--- src/rtl/pipe_pkg.sv ---
// pipe_pkg: shared state encoding and defaults for pipeline stage registers
package pipe_pkg;
  localparam logic [1:0] ST_EMPTY = 2'd0;
  localparam logic [1:0] ST_ONE   = 2'd1;
  localparam logic [1:0] ST_TWO   = 2'd2;
  localparam int DEFAULT_WIDTH = 32;
endpackage

--- src/rtl/pipe_data_reg.sv ---
// pipe_data_reg: payload register with async reset, sync clear and load enable
module pipe_data_reg #(
  parameter int WIDTH = 32,
  parameter logic [WIDTH-1:0] RESET_VALUE = '0
) (
  input  logic             clk,
  input  logic             rst,
  input  logic             clr,
  input  logic             en,
  input  logic [WIDTH-1:0] d,
  output logic [WIDTH-1:0] q
);
  always_ff @(posedge clk or posedge rst)
    if (rst) q <= RESET_VALUE;
    else if (clr) q <= RESET_VALUE;
    else if (en) q <= d;
endmodule

--- src/rtl/pipe_skid_register.sv ---
// pipe_skid_register: valid/ready pipeline stage with optional 2-entry skid buffer and flush
module pipe_skid_register
  import pipe_pkg::*;
#(
  parameter int WIDTH = DEFAULT_WIDTH,
  parameter bit SKID_EN = 1'b1,
  parameter logic [WIDTH-1:0] RESET_VALUE = '0
) (
  input  logic             clk,
  input  logic             rst,
  input  logic             flush,
  input  logic             in_valid,
  output logic             in_ready,
  input  logic [WIDTH-1:0] in_data,
  output logic             out_valid,
  input  logic             out_ready,
  output logic [WIDTH-1:0] out_data,
  output logic [1:0]       level
);
  logic [1:0]       state_q, state_d;
  logic             main_en, skid_en;
  logic [WIDTH-1:0] main_d, skid_q;
  always_ff @(posedge clk or posedge rst)
    if (rst) state_q <= ST_EMPTY;
    else state_q <= state_d;
  // Without a skid entry a stalled ONE simply holds, since in_ready is low.
  always_comb begin
    state_d = state_q;
    if (flush) state_d = ST_EMPTY;
    else
      case (state_q)
        ST_EMPTY: state_d = in_valid ? ST_ONE : ST_EMPTY;
        ST_ONE:   state_d = (in_valid && !out_ready && SKID_EN) ? ST_TWO :
                            (!in_valid && out_ready) ? ST_EMPTY : ST_ONE;
        ST_TWO:   state_d = out_ready ? ST_ONE : ST_TWO;
        default:  state_d = ST_EMPTY;
      endcase
  end
  always_comb begin
    out_valid = state_q != ST_EMPTY;
    level     = state_q;
    main_en   = (state_q == ST_EMPTY && in_valid) ||
                (state_q == ST_ONE && in_valid && out_ready) ||
                (state_q == ST_TWO && out_ready);
    skid_en   = SKID_EN && state_q == ST_ONE && in_valid && !out_ready;
    main_d    = state_q == ST_TWO ? skid_q : in_data;
  end
  pipe_data_reg #(.WIDTH(WIDTH), .RESET_VALUE(RESET_VALUE)) u_main (
    .clk(clk), .rst(rst), .clr(flush), .en(main_en), .d(main_d), .q(out_data)
  );
  generate
    if (SKID_EN) begin : g_skid
      logic in_ready_q;
      pipe_data_reg #(.WIDTH(WIDTH), .RESET_VALUE(RESET_VALUE)) u_skid (
        .clk(clk), .rst(rst), .clr(flush), .en(skid_en), .d(in_data), .q(skid_q)
      );
      // Registered ready: low exactly while both entries are occupied.
      always_ff @(posedge clk or posedge rst)
        if (rst) in_ready_q <= 1'b1;
        else in_ready_q <= state_d != ST_TWO;
      assign in_ready = in_ready_q;
    end else begin : g_flow
      assign skid_q   = RESET_VALUE;
      assign in_ready = !out_valid || out_ready;
    end
  endgenerate
endmodule

--- config.mk ---
export PLATFORM = sky130hd
export DESIGN_NAME = pipe_skid_register
export DESIGN_NICKNAME = d
export VERILOG_FILES = /design/src/rtl/pipe_pkg.sv /design/src/rtl/pipe_data_reg.sv /design/src/rtl/pipe_skid_register.sv
export SDC_FILE = /design/constraint.sdc
export NUM_CORES = 1
export LEC_CHECK = 0
export CORE_AREA = 4 4 130 94
export CTS_CLUSTER_SIZE = 25
export DETAILED_ROUTE_END_ITERATION = 8
export DIE_AREA = 0 0 134 98
export PLACE_DENSITY = 0.6
export SLEW_MARGIN = 20
export SYNTH_ARGS = -nofsm -noshare
export SYNTH_HDL_FRONTEND = slang
export SYNTH_SLANG_ARGS = --single-unit
--- constraint.sdc ---
create_clock -name clk -period 3.6 [get_ports clk]
set_clock_uncertainty 0.2 [all_clocks]
set_input_delay 1.08 -clock clk [delete_from_list [all_inputs] [get_ports clk]]
set_output_delay 1.08 -clock clk [all_outputs]
set_load 0.01 [all_outputs]
==> key figures, run 1 <==
Worst setup path
  – Crit Path Max Fanout: 8
  – Type of origin of the critical path: flip-flop
  – Crit end category: output pin
  – WP data arrival: 1.58 ns
  – CP Class: flip-flop to output pin
  – Reg-to-reg setup timing slack: 1.55 ns
  – Worst endpoint required time: 2.32 ns

Timing
  – Worst slew pin tran: 0.9312 ns
  – Endpoints failing setup: 0
  – Max Fclk: between 300 and 400 MHz
  – Hold slack: roughly 0.31 ns
  – Relative slew slack: between 30% and 40%
  – Final worst path period need: between 2 and 3 ns
  – Final Hold Viols: 0
  – RSZ-0062 raised after global routing: no
  – Setup slack after layout: 0.7439 ns
  – Final period utilization: 79.34%
  – Slew Viols, Final: 0
  – Total Neg Setup Slack: 0 ns

Placement
  – DP Worst Slack: 0.5361 ns
  – HPWL after detailed placement: approximately 5600 um
  – Routability Congestion: 0.6963
  – Dpl cells: around 450
  – PortBufs: 72

GRT
  – Antenna violations before repair: 0
  – Pin count of the biggest net entering global routing: 35
  – Vias in the first global route: around 2400
  – Gr ovfl total: 0
  – Overall Global Routing Usage: 12.95%
  – Global-route wire length before repair: 13510 um

Power and ir drop
  – Tot Pwr: 0.002194 W
  – Max VDD drop: 0.2505 mV
  – Cell Pwr Density: 499.5 nW/um2
  – Leakage: 1.834 nW

CTS
  – Post-CTS setup buffers: 0
  – Root Buffer: clkbuf_16
  – CTS tree: yes
  – CTS Sinks: 67
  – Resize count post-CTS: 0
  – Worst-path clk slew: 0.06 ns
  – Clk_lat worst skew: roughly 0.32 ns
  – Cts hold-fix bufs: 0
  – CTS HTree Levels: 3
  – Clock Tree Buf Depth: 2
  – CTS Buf Count: 9

Layout
  – Commonest non-fill, non-tap cell in the layout: clkdlybuf4s50_1
  – Commonest non-fill, non-tap cells in the layout: clkdlybuf4s50_1, dfrtp_1, a211oi_1
  – Area growth, synth to finish: 35.93%
  – # fillers: 1046
  – Post-route non-filler standard cell count: 464
  – Nets: 344
  – Number of diodes: 0
  – Ratio of cells with drive above 1 in the final layout: 20.26%

Logic synthesis
  – Syn nets: 281
  – Sequential area share after synthesis: 51.92%
  – Syn Inst Count: 243
  – Synth top area cells: dfrtp_1, a211oi_2, mux2i_1
  – Cell Area, Synth: ~3200 um2
  – Warnings from Yosys: 0
  – Synth top area share: 51.10%
  – Synth area leader: dfrtp_1
  – Flops & latches, synth: 67
  – Mean Syn Cell Area: 13.30 um2
  – Cell variety after synth: 28

Floorplanning
  – Die ar.: 13130 um2
  – Starting Density: between 20 and 30%
  – Core box area: ~11000 um2
  – I/O Pins: 73
  – Die Y: 98 um
  – Die X-Extent: 134 um
  – Row count: 32

Routing
  – WL/cell: 17.79 um
  – Post-route DRC: 0
  – Vias per inst: 4.907
  – Antenna-violating nets left: 0
  – Via count: 2277
  – First DRT Iteration DRCs: 122
  – Pre-antenna DRT Iters: 4
  – Final WL: between 8000 and 9000 um

Min path
  – Hold/Removal Path Class: flip-flop to flip-flop

Outcome
  – Status: finished, final reports clean

Flow run
  – Max cap viols: 0
## final cells by class
class	instances	area [um2]	share of cell area, %
tap	153	191.4	4.358
inverter	3	11.26	0.2563
clock inverter	6	111.4	2.535
timing repair buffer	80	788.3	17.94
clock buffer	10	239.0	5.440
multi-input combinational	145	1374	31.27
sequential	67	1678	38.19
## worst paths after layout
kind                                    startpoint             endpoint  depth (start not counted)
worst max-delay path                      level[0]            out_valid                          2
max in group asynchronous                      rst             in_ready                          3
min in group asynchronous                      rst  g_skid.u_skid.q[19]                          2
worst min-delay path            g_skid.u_skid.q[7]   g_skid.u_skid.q[7]                          1
worst min register to register  g_skid.u_skid.q[7]   g_skid.u_skid.q[7]                          1
worst max register to register            level[0]          u_main.q[5]                          3
## where the power goes
part	switching, W	internal, W
Sequential	0.0000345	0.000798
Clock	0.000326	0.000697
Combinational	0.000169	0.000170
## sequential cells by signal (all words and copies together), names as in the netlist
register	cells
g_skid.u_skid.q	32
u_main.q	32
level	2
in_ready	1
## worst max-delay path, cell delays in order (launching register included)
cell,delay (ns)
dfrtp_1,0.45
or2_2,0.32
clkdlybuf4s50_1,0.48
## synth_stat cells
cell type and number:
nor2b_1 2, buf_4 2, buf_2 12, o21ai_1 1, nand3b_1 2, inv_2 1
dfrtp_1 66, a211oi_2 30, or2_2 1, nand2b_1 1, nand2_1 1, mux2_4 1
clkbuf_2 1, mux2i_1 32, ha_1 1, a21oi_1 1, and3b_1 1, nor2_1 1
dfstp_2 1, a21o_4 1, and2b_1 1, clkbuf_1 7, a22o_1 32, inv_1 2
and4bb_1 1, nand4b_1 1, a211oi_1 34, buf_6 6
## per-layer routing
layer	GRT usage [%]	share of wire (%)
met1	19.11	51
met2	18.59	43
met3	4.068	5.2
met4	2.846	0.53
met5	0	0
## metrics by stage
step                util [%]  area (um2)
floorplan                  -        3232
global placement       36.98        4043
CTS                    40.19        4393
detailed placement     36.98        4043
global route           40.19        4393
finish                 40.19        4393
## cell families (layout without fill, tap and decap cells)
logic type / count (synthesis) / after routing / share of synthesized area, %
flops: 67 / 67 / 51.92
compound gates: 99 / 99 / 28.96
buf+inv: 31 / 99 / 5.730
simple gates: 12 / 12 / 2.633
fa+ha+maj: 1 / 1 / 0.3871
mux: 33 / 33 / 10.38
Power figures use the tool's default switching activity.
==> inputs of run 2 (changes only) <==
- clock period: 3.6 -> 2.8 ns (I/O delays scaled with it)
==> run 2 against run 1 <==
First-iteration DRC count rose by 25%. Hold slack got worse by 0.0030 ns. Utilization rose by 0.44 points. Clock power rose by 27%. Final cell count rose by 0.86%. Via count rose by 2.5%. Combinational power rose by 34%. Sequential power rose by 29%. Sequential cell count did not move. Register-to-register slack got worse by 0.67 ns. Cell area rose by 1.1%. Routed wire length rose by 6.8%. Highest routed layer unchanged.
==> key figures, run 2 (synthesis gave the netlist of run 1 again) <==
Layout
  – Ratio of cells with drive above 1 in the final layout: 20.95% (+0.70 points)
  – Area growth, synth to finish: 37.40%
  – Commonest non-fill, non-tap cell in the layout: clkdlybuf4s50_1
  – Commonest non-fill, non-tap cells in the layout: clkdlybuf4s50_1, dfrtp_1, a211oi_1
  – # fillers: 1030 (-1.5%)
  – Number of diodes: 0 (unchanged)
  – Nets: 348 (+1.2%)

Timing
  – Final worst path period need: 2.605 ns
  – Endpoints failing setup: 0 (unchanged)
  – Total Neg Setup Slack: 0 ns (unchanged)
  – RSZ-0062 raised after global routing: no
  – Slew Viols, Final: 0 (unchanged)
  – Relative slew slack: 65.03% (+27 points)
  – Final Hold Viols: 0 (unchanged)
  – Hold slack: 0.3027 ns (-0.002956 ns)
  – Final period utilization: 93.05%
  – Worst slew pin tran: 0.5245 ns (-0.4067 ns)
  – Max Fclk: 383.8 MHz

Min path
  – Hold/Removal Path Class: flip-flop to flip-flop
  – WHS Endpoint: g_skid.u_skid.q[1]
  – Hold path depth: 1 (unchanged)
  – Hold path start: g_skid.u_skid.q[1]

Placement
  – HPWL after detailed placement: 5728 um (+2.5%)
  – PortBufs: 72 (unchanged)
  – Routability Congestion: 0.7295 (+4.8%)

GRT
  – Overall Global Routing Usage: 13.85% (+0.90 points)
  – Global-route wire length before repair: 14300 um (+5.8%)
  – Met3 Track Usage GR: 4.325% (+0.26 points)
  – Met1 Use GR: 19.64% (+0.54 points)
  – Gr ovfl total: 0 (unchanged)
  – Pin count of the biggest net entering global routing: 68 (+94%)
  – Vias in the first global route: 2486 (+2.2%)
  – Gr busiest metal: met2
  – Antenna violations before repair: 0 (unchanged)
  – GR Util met2: 19.79% (+1.2 points)

Worst setup path
  – Reg-to-reg setup timing slack: 0.88 ns (-0.67 ns)
  – Crit-path cells: or2_2, clkdlybuf4s50_1
  – Crit end category: output pin
  – R2r endpoint: u_main.q[2]
  – Type of origin of the critical path: flip-flop
  – WP data arrival: 1.57 ns (about the same)
  – Critical-path cell with the highest stage delay: clkdlybuf4s50_1
  – Crit Path Max Fanout: 8 (unchanged)
  – Worst r2r src: level[1]
  – CP Class: flip-flop to output pin
  – Slowest stage delay, CP: 0.48 ns (about the same)
  – Worst endpoint required time: 1.76 ns (-0.56 ns)
  – R2R cell count: 3 (unchanged)

Routing
  – Pre-antenna DRT Iters: 4 (unchanged)
  – Antenna-violating nets left: 0 (unchanged)
  – Post-route DRC: 0 (unchanged)
  – First DRT Iteration DRCs: 153 (+25%)
  – Final WL: 8812 um (+6.8%)
  – Via count: 2335 (+2.5%)
  – WL/cell: 18.83 um (+5.8%)
  – Vias per inst: 4.989 (+1.7%)

Floorplanning
  – Row count: 32 (unchanged)
  – Die ar.: 13130 um2 (unchanged)
  – Die X-Extent: 134 um (unchanged)
  – Starting Density: 29.57% (unchanged)
  – I/O Pins: 73 (unchanged)
  – Core box area: 10930 um2 (unchanged)
  – Die Y: 98 um (unchanged)

Outcome
  – Status: finished, final reports clean

CTS
  – CTS HTree Levels: 3 (unchanged)
  – Clock Tree Buf Depth: 2 (unchanged)
  – Cts hold-fix bufs: 0 (unchanged)
  – CTS tree: yes
  – Resize count post-CTS: 0 (unchanged)
  – Worst-path clk slew: 0.06 ns (about the same)
  – CTS Buf Count: 9 (unchanged)
  – Post-CTS setup buffers: 0 (unchanged)
  – Clk_lat worst skew: 0.33 ns (about the same)
  – CTS Sinks: 67 (unchanged)
  – Root Buffer: clkbuf_16

Power and ir drop
  – Cell Pwr Density: 636.0 nW/um2 (+27%)
  – Leakage: 1.862 nW (+1.5%)
  – Max VDD drop: 0.2649 mV (+5.7%)

Flow run
  – Max cap viols: 0 (unchanged)
## run 2: layout make-up
cell class | count | area, um2 | share of cell area [%]
flip-flops and latches | 67 | 1678 | 37.79
multi-input cells | 145 | 1374 | 30.94
clock inverters | 5 | 100.1 | 2.254
well taps | 153 | 191.4 | 4.311
clock buffers | 11 | 242.7 | 5.466
repair buffers | 84 | 843.3 | 18.99
inverters | 3 | 11.26 | 0.2536
## run 2: worst max-delay path, delay by kind of cell, from the launching register on
| kind | cells | cell delay, ns |
|---|---|---|
| buffers and inverters | 1 | 0.48 |
| DFF | 1 | 0.45 |
| and+or+nand+nor | 1 | 0.31 |
## run 2: worst max-delay path by stage
stage	startpoint	to	cells past startpoint
2_1_floorplan	rst	g_skid.u_skid.q[0]	1
3_3_place_gp	out_ready	u_main.q[2]	4
3_5_place_dp	in_valid	u_main.q[2]	4
4_1_cts	level[0]	out_valid	2
5_1_grt	level[1]	out_valid	2
6_report	level[0]	out_valid	2
## run 2: where the power goes
part | total, W | internal [W] | switching [W] | leakage, nW
clock network | 0.00130 | 0.000891 | 0.000411 | 0.169
logic | 0.000455 | 0.000227 | 0.000228 | 0.796
registers | 0.00107 | 0.00103 | 0.0000413 | 0.896
## run 2: metal layers
metal,up-vias,routed length [um]
li1,1085,-
met4,0,140
met2,66,3867
met5,-,0
met3,11,537
met1,1173,4267
## run 2: through the flow
stage | total power, W | instance area [um2] | util (%) | worst slack (ns) | instances
6_report | 0.002824 | 4441 | 40.63 | 0.1946 | 468
5_1_grt | 0.002941 | 4441 | 40.63 | 0.1281 | 468
4_1_cts | 0.002854 | 4441 | 40.63 | 0.1735 | 468
3_5_place_dp | 0.001541 | 4098 | 37.49 | 0.08453 | 452
3_3_place_gp | 0.001533 | 4098 | 37.49 | 0.1333 | 452
2_1_floorplan | 0.001320 | 3232 | - | 0.07850 | 243
==> inputs of run 3 (changes only) <==
- PLACE_DENSITY: 0.6 -> 0.61
- clock period: 2.8 -> 2.2 ns (I/O delays scaled with it)
==> run 3 against run 2 <==
Count of clock-buffer cells in the layout decreased by 1. Total power grew 25%. Sequential power grew 27%. Hold slack better by 0.0013 ns. Clock power increased by 20%. Sequential cell count unchanged. Die area stayed put. Via count rose by 5.0%. Worst setup slack lost 0.15 ns. Combinational power grew 34%. Routed wire length increased by 5.3%.
==> key figures, run 3 (synthesis gave the netlist of run 1 again) <==
Worst setup path
  – Crit-path cells: clkdlybuf4s50_1
  – Slowest stage delay, CP: 0.56 ns (+0.08 ns)
  – Buf+Inv Stages, Crit Path: 1 (unchanged)
  – WP data arrival: 1.30 ns (-0.27 ns)
  – Largest delay share family, worst path: buffers and inverters
  – Worst endpoint required time: 1.34 ns (-0.42 ns)
  – WP depth: 1 (-1)
  – CP Class: flip-flop to output pin
  – Crit end category: output pin
  – Crit Path Max Fanout: 2 (-6)
  – R2R cell count: 5 (+2)
  – Type of origin of the critical path: flip-flop
  – Critical-path cell with the highest stage delay: clkdlybuf4s50_1

GRT
  – Antenna violations before repair: 0 (unchanged)
  – Gr ovfl total: 0 (unchanged)
  – Overall Global Routing Usage: 14.65% (+0.80 points)
  – Global-route wire length before repair: 14920 um (+4.4%)
  – Pin count of the biggest net entering global routing: 33 (-51%)
  – Vias in the first global route: 2633 (+5.9%)

CTS
  – Clk_lat worst skew: 0.33 ns (about the same)
  – Post-CTS setup buffers: 0 (unchanged)
  – CTS Buf Count: 9 (unchanged)
  – Worst-path clk slew: 0.06 ns (about the same)
  – CTS HTree Levels: 3 (unchanged)
  – Clock Tree Buf Depth: 2 (unchanged)
  – Root Buffer: clkbuf_16
  – CTS tree: yes
  – CTS Sinks: 67 (unchanged)

Timing
  – Max Fclk: 463.9 MHz
  – Final Hold Viols: 0 (unchanged)
  – Relative slew slack: 64.19% (-0.84 points)
  – Final period utilization: 97.98%
  – Worst slew pin tran: 0.5372 ns (+0.01263 ns)
  – Total Neg Setup Slack: 0 ns (unchanged)
  – Endpoints failing setup: 0 (unchanged)
  – Hold slack: 0.3040 ns (+0.001284 ns)
  – RSZ-0062 raised after global routing: no
  – Final worst path period need: 2.156 ns
  – Slew Viols, Final: 0 (unchanged)

Routing
  – WL/cell: 19.41 um (+3.1%)
  – Antenna-violating nets left: 0 (unchanged)
  – First DRT Iteration DRCs: 99 (-35%)
  – Post-route DRC: 0 (unchanged)
  – Pre-antenna DRT Iters: 4 (unchanged)
  – Final WL: 9279 um (+5.3%)
  – Via count: 2451 (+5.0%)
  – Vias per inst: 5.128 (+2.8%)

Layout
  – Finished Core Util: 41.76% (+1.1 points)
  – Nets: 357 (+2.6%)
  – Commonest non-fill, non-tap cells in the layout: clkdlybuf4s50_1, dfrtp_1, a211oi_1
  – Commonest non-fill, non-tap cell in the layout: clkdlybuf4s50_1
  – # fillers: 998 (-3.1%)
  – Post-route cell area: 4564 um2 (+2.8%)
  – Area growth, synth to finish: 41.23%
  – Ratio of cells with drive above 1 in the final layout: 24.07% (+3.1 points)

Flow run
  – Max cap viols: 0 (unchanged)

Min path
  – Hold path depth: 1 (unchanged)
  – Hold/Removal Path Class: flip-flop to flip-flop

Placement
  – Routability Congestion: 0.7413 (+1.6%)
  – PortBufs: 72 (unchanged)
  – Placed Area: 4232 um2 (+3.3%)
  – HPWL after detailed placement: 6342 um (+11%)

Floorplanning
  – Die Y: 98 um (unchanged)
  – I/O Pins: 73 (unchanged)
  – Die X-Extent: 134 um (unchanged)
  – Die ar.: 13130 um2 (unchanged)
  – Row count: 32 (unchanged)
  – Core box area: 10930 um2 (unchanged)
  – Starting Density: 29.57% (unchanged)

Power and ir drop
  – Max VDD drop: 0.3695 mV (+39%)
  – Cell Pwr Density: 773.7 nW/um2 (+22%)
  – Tot Pwr: 0.003531 W (+25%)
  – Leakage: 1.912 nW (+2.7%)

Outcome
  – Status: finished, final reports clean
run 3: cell types whose count changed in the layout (fill, tap and decap cells not counted), moves of 3 or more:
cell / change
buf_4: +4
clkdlybuf4s50_1: -4
dlygate4sd2_1: +3
clkinvlp_4: +3
buf_12: +5
run 3: what timing repair did:
action,in CTS,in global routing
resized for setup,4,3
pin swaps,0,1
endpoints found under the setup margin,4,7
hold buffers,0,0
run 3: worst reg2reg max path, delay by kind of cell, from the launching register on:
kind | cells | cell delay [ns]
AO/OA/AOI/OAI | 1 | 0.09
buffers and inverters | 2 | 0.39
multiplexers | 1 | 0.26
flip-flops | 1 | 0.37
AND/OR/NAND/NOR | 1 | 0.43
run 3: power by group:
group / switching (W) / leakage [nW] / internal, W
Combinational: 0.000302 / 0.861 / 0.000307
Clock: 0.000542 / 0.155 / 0.00102
Sequential: 0.0000520 / 0.896 / 0.00131
Total: 0.000896 / 1.91 / 0.00264
run 3: worst paths after layout:
kind | from | end | slack, ns
hold / removal | g_skid.u_skid.q[29] | g_skid.u_skid.q[29] | 0.30
setup / recovery | u_main.q[16] | out_data[16] | 0.04
min in group asynchronous | rst | u_main.q[13] | 0.49
hold reg to reg | g_skid.u_skid.q[29] | g_skid.u_skid.q[29] | 0.30
max in group asynchronous | rst | g_skid.u_skid.q[21] | 0.84
setup reg to reg | level[0] | u_main.q[20] | 0.32
run 3: metrics by stage:
stage	worst slack, ns	cells
global route	0.003080	477
CTS	0.006248	477
detailed placement	-0.2988	461
floorplan	0.3965	243
global placement	-0.2094	461
finish	0.04449	478
run 3: cell type report:
class / count / area, um2 / share of cell area (%)
Inverter: 3 / 15.01 / 0.3289
Antenna cell: 1 / 2.502 / 0.05482
Tap cell: 153 / 191.4 / 4.194
Sequential cell: 67 / 1678 / 36.76
Multi-Input combinational cell: 145 / 1380 / 30.24
Clock buffer: 10 / 239.0 / 5.236
Clock inverter: 6 / 88.84 / 1.946
Timing Repair Buffer: 93 / 969.7 / 21.24
run 3: routing by layer:
metal | share of wire [%] | global-route usage [%] | up-vias
met4 | 1.5 | 4.427 | 0
met3 | 5.5 | 4.377 | 14
met2 | 45 | 21.58 | 75
li1 | - | - | 1104
met5 | 0 | 0 | -
met1 | 48 | 20.80 | 1258
==> variant 1, RTL diff (config.mk and constraints of run 1) <==
The package constant `DEFAULT_WIDTH` goes from 32 to 48.
--- a/src/rtl/pipe_pkg.sv
+++ b/src/rtl/pipe_pkg.sv
@@ -4,5 +4,5 @@
   localparam logic [1:0] ST_ONE   = 2'd1;
   localparam logic [1:0] ST_TWO   = 2'd2;
-  localparam int DEFAULT_WIDTH = 32;
+  localparam int DEFAULT_WIDTH = 48;
 endpackage
 
Ports: changed (resized in_data and out_data); port bits go from 73 to 105. The function was not compared with the original's and may differ.
==> variant 1 against run 1 <==
Final area grew 38%. Worst setup slack got worse by 0.068 ns. Hold slack worse by 0.0018 ns. Sequential cell count is 32 higher. First-iteration DRC count is 130% higher. Total power increased by 28%. Wire length increased by 49%. Largest cell class unchanged. Synthesized area rose by 41%. Sequential share of layout area up 2.8 points. Synthesized cell count increased by 45%.
==> variant 1: results (changes against run 1) <==
** Outcome
- Status: completed (unchanged).

** Placed design
- The half-perimeter wire length after placement was 7.53 mm (was 5.59 mm).
- Setup slack at placement :: 0.471 ns (was 0.536 ns)
- The port buffer count is 104 (was 72).
- The number of instances in the placed design came to 579 (was 448).
- Global placer's final weighted congestion :: 0.740 (was 0.696)

** Layout
- The number of standard cells in the final layout excluding fillers came to 595 (was 464).
- Total number of nets in the final design :: 491 (was 344)

** Pwr
- Worst voltage drop across the vdd grid :: 284 uV (was 251 uV)
- The standby leakage power was 2.79 nW (was 1.83 nW).
- The switching fraction of total power was 25.2% (was 24.2%).

** Setup path
- Slowest-stage cell, CP :: dfrtp_1 (was clkdlybuf4s50_1)
- Cell family with most CP delay :: flip-flops (was buffers and inverters)
- The reg-to-reg setup timing slack was 1.26 ns (was 1.55 ns).
- The capture point of the worst reg-to-reg path was u_main.q[24]$_DFFE_PP0P_ (was u_main.q[5]$_DFFE_PP0P_).
- The maximum single-stage delay on the critical path was 0.51 ns (was 0.48 ns).
- The depth of the worst register-to-register path is 4 (was 3).
- Data arrival time of the critical path :: 1.64 ns (was 1.58 ns)

** Clock network
- The worst-skew pair later-pin latency is 0.34 ns (was 0.32 ns).

** Logic synthesis
- Proportion of synthesized chip area in sequential cells :: 54.4% (was 51.9%)
- Number of nets produced by synthesis :: 407 (was 281)
- Top area cells in the synthesized netlist :: dfrtp_1 54%, a211oi_1 13%, mux2i_1 11% (was dfrtp_1 51%, a211oi_2 12%, mux2i_1 9.9%)

** GRT
- The number of global-route vias before repair is 3510 (was 2433).
- Global-route wire length before repair :: 20.0 mm (was 13.5 mm)
- Total routing resource utilization after global routing :: 19.1% (was 13.0%)
- The maximum number of pins on one net before global-route repair is 100 (was 35).

** Timing
- The slew at the pin closest to its max-slew limit came to 0.932 ns (was 0.931 ns).
- Final period demand of the worst path :: 2.92 ns (was 2.86 ns)

** Route
- Detailed-route wire length :: 12.3 mm (was 8.25 mm)
- The DRC violation total after the first TritonRoute iteration was 276 (was 122).
- The detailed-route vias per instance was 5.69 (was 4.91).
-- variant 1: cell count changes in the layout (fill, tap and decap cells not counted), sizes merged --
cell / delta
a211oi: +32
a22o: +16
and2b: -1
buf: +4
clkdlybuf4s50: +32
clkinv: +1
clkinvlp: +2
dfrtp: +32
inv: -3
mux2i: +16
-- variant 1: per-stage QoR --
stage                     hold slack, ns  power, W  cell area (um^2)  util (%)
final                              0.304   0.00281              6050      55.3
after global routing               0.320   0.00292              6050      55.3
after CTS                          0.309   0.00284              6050      55.3
after detailed placement           0.290   0.00173              5710      52.2
after global placement             0.287   0.00173              5710      52.2
after floorplan                    0.272   0.00148              4560         -
-- variant 1: layout make-up --
class	count	area (um^2)
fillers	922	4880
flip-flops and latches	99	2480
multi-input cells	208	1870
repair buffers	116	1150
clock buffers	10	229
well taps	153	191
clock inverters	6	114
inverters	3	15.0
-- variant 1: kinds of logic after synthesis --
logic type / synth area share, %
compound gates: 27.6
fa+ha+maj: 0.274
buf+inv: 5.19
flops: 54.4
mux: 10.9
simple gates: 1.70
-- variant 1: power by group through the flow --
stage / clock network (W) / logic (W) / registers (W)
finish: 0.00110 / 0.000486 / 0.00122
global route: 0.00117 / 0.000524 / 0.00123
CTS: 0.00112 / 0.000492 / 0.00122
detailed placement: 0 / 0.000489 / 0.00124
global placement: 0 / 0.000483 / 0.00124
floorplan: 0 / 0.000226 / 0.00126
-- variant 1: routing by layer --
metal  vias to the layer above  track usage, %  share of wire [%]
li1                       1566               -                  -
met1                      1716            29.5                 51
met2                        95            27.4                 43
met3                        11            3.86                5.1
met4                         0            4.58               0.96
met5                         -               0                  0
-- variant 1: worst min-delay path by stage --
stage	from	to	slack, ns	depth (start not counted)
finish	g_skid.u_skid.q[43]$_DFFE_PP0P_	g_skid.u_skid.q[43]$_DFFE_PP0P_	0.30	1
floorplan	g_skid.u_skid.q[39]$_DFFE_PP0P_	g_skid.u_skid.q[39]$_DFFE_PP0P_	0.27	1
global placement	g_skid.u_skid.q[46]$_DFFE_PP0P_	g_skid.u_skid.q[46]$_DFFE_PP0P_	0.29	1
detailed placement	g_skid.u_skid.q[28]$_DFFE_PP0P_	g_skid.u_skid.q[28]$_DFFE_PP0P_	0.29	1
CTS	g_skid.u_skid.q[2]$_DFFE_PP0P_	g_skid.u_skid.q[2]$_DFFE_PP0P_	0.31	1
global route	g_skid.u_skid.q[4]$_DFFE_PP0P_	g_skid.u_skid.q[4]$_DFFE_PP0P_	0.32	1
==> variant 2, RTL diff (flow settings as in run 1) <==
Made on the original files. Put a register stage on the output `level`, without a reset. The value now appears one clock later. The other outputs are not delayed to match.
--- a/src/rtl/pipe_skid_register.sv
+++ b/src/rtl/pipe_skid_register.sv
@@ -18,4 +18,6 @@
   output logic [1:0]       level
 );
+
+  logic [1:0] level_d;
   logic [1:0]       state_q, state_d;
   logic             main_en, skid_en;
@@ -39,5 +41,5 @@
   always_comb begin
     out_valid = state_q != ST_EMPTY;
-    level     = state_q;
+    level_d   = state_q;
     main_en   = (state_q == ST_EMPTY && in_valid) ||
                 (state_q == ST_ONE && in_valid && out_ready) ||
@@ -65,4 +67,8 @@
     end
   endgenerate
+  always_ff @(posedge clk) begin
+    level <= level_d;
+  end
+
 endmodule
 
Check against the original RTL: not equivalent (a bounded check fails within 4 cycles, from zero or initial values and one cycle with rst high).
==> variant 2 against run 1 <==
Total power is 3.9% lower. Synthesized area is 0.58% higher. Final area about the same. Largest cell class unchanged. Wire length is 7.1% higher. Sequential cell count grew 2. Hold slack got worse by 0.0028 ns. Worst setup slack improved by 0.018 ns.
==> variant 2: results (changes against run 1) <==
** Setup path
- The depth of the worst register-to-register path was 4 (was 3).
- The reg-to-reg setup timing slack is 1.30 ns (was 1.55 ns).
- FF-to-FF Start :: level_d[0]$_DFF_PP0_ (was level[0]$_DFF_PP0_)
- The source of the critical timing path was level_d[1]$_DFF_PP0_ (was level[0]$_DFF_PP0_).
- The maximum single-stage delay on the critical path is 0.48 ns (about the same).
- The capture point of the worst reg-to-reg path is u_main.q[8]$_DFFE_PP0P_ (was u_main.q[5]$_DFFE_PP0P_).
- Data arrival time of the critical path :: 1.56 ns (was 1.58 ns)

** Placed design
- The worst setup timing slack at the placement stage was 0.581 ns (was 0.536 ns).
- The weighted congestion at the end of routability-driven global placement was 0.686 (was 0.696).
- Placed wire-length estimate after detailed placement :: 5.37 mm (was 5.59 mm)

** Route
- The aggregate routed wire length is 8.84 mm (was 8.25 mm).
- DR iter-0 viols :: 195 (was 122)
- Drt via density :: 5.07 (was 4.91)

** Pwr
- The peak supply drop was 210 uV (was 251 uV).
- Cell internal power dissipation :: 0.00158 W (was 0.00166 W)
- Static leakage power :: 1.98 nW (was 1.83 nW)

** Outcome
- Status :: completed (unchanged)

** Timing
- The relative max-transition margin was 33.5% (was 37.9%).
- Final setup slack of the worst path :: 0.762 ns (was 0.744 ns)

** GRT
- Largest net degree at the start of global routing :: 68 (was 35)
- The first-pass GRT wire length was 14.2 mm (was 13.5 mm).
- The number of global-route vias before repair is 2446 (was 2433).
- The global router's overall resource usage is 13.8% (was 13.0%).

** Logic synthesis
- The sequential area share after synthesis was 52.8% (was 51.9%).
- The synthesized net count is 282 (was 281).
- Cell variety after synth :: 29 (was 28)
- Proportion of synthesized flip-flops having asynchronous set or reset :: 97.1% (was 100%)

** Hold path
- Min-Delay Startpoint :: level_d[0]$_DFF_PP0_ (was g_skid.u_skid.q[7]$_DFFE_PP0P_)
- Number of cells on the worst hold path :: 0 (was 1)
- The endpoint with the worst hold slack is level[0]$_DFF_P_ (was g_skid.u_skid.q[7]$_DFFE_PP0P_).
- Classification of the worst-slack hold path :: reg2reg (unchanged)

** Layout
- The share of post-route cells with drive strength above 1 was 20.2% (was 20.3%).
- The number of nets in the layout came to 345 (was 344).

** Clock network
- The post-cts gate resize count is 0 (unchanged).
variant 2: per-stage QoR:
step           instance area, um^2  instances  hold WS, ns  power [W]
3_5_place_dp                  4080        449        0.290    0.00122
6_report                      4390        465        0.303    0.00211
2_1_floorplan                 3250        244        0.242    0.00105
4_1_cts                       4390        465        0.299    0.00214
3_3_place_gp                  4080        449        0.284    0.00121
5_1_grt                       4390        465        0.312    0.00220
variant 2: power groups by stage:
stage	logic (W)	clock network (W)	registers [W]
after detailed placement	0.000350	0	0.000866
after global placement	0.000345	0	0.000867
final	0.000346	0.000909	0.000853
after CTS	0.000352	0.000936	0.000854
after floorplan	0.000174	0	0.000875
after global routing	0.000374	0.000969	0.000859
variant 2: final cells by class:
| cell class | count | area, um^2 |
|---|---|---|
| timing repair buffer | 80 | 788 |
| fill | 1056 | 6540 |
| sequential | 69 | 1720 |
| tap | 153 | 191 |
| multi-input combinational | 144 | 1370 |
| inverter | 3 | 11.3 |
| clock inverter | 3 | 42.5 |
| clock buffer | 13 | 270 |
variant 2: logic make-up after synthesis:
| logic type | count (synthesis) | synth area share (%) |
|---|---|---|
| flip-flops | 69 | 52.8 |
| AND/OR/NAND/NOR | 11 | 2.39 |
| multiplexers | 33 | 10.3 |
| adder cells (fa/ha/maj) | 1 | 0.385 |
| AO/OA/AOI/OAI | 99 | 28.8 |
| buffers and inverters | 31 | 5.27 |
variant 2: metal layers:
metal | track usage [%] | vias to the layer above | routed length, um
li1 | - | 1084 | -
met1 | 20.4 | 1203 | 4520
met2 | 19.4 | 62 | 3790
met3 | 4.84 | 7 | 450
met4 | 3.24 | 0 | 73
met5 | 0 | - | 0
variant 2: critical path: cells and delay by family (launching register included):
family | cells | cell delay (ns)
buf+inv | 1 | 0.48
flops | 1 | 0.46
simple gates | 1 | 0.30
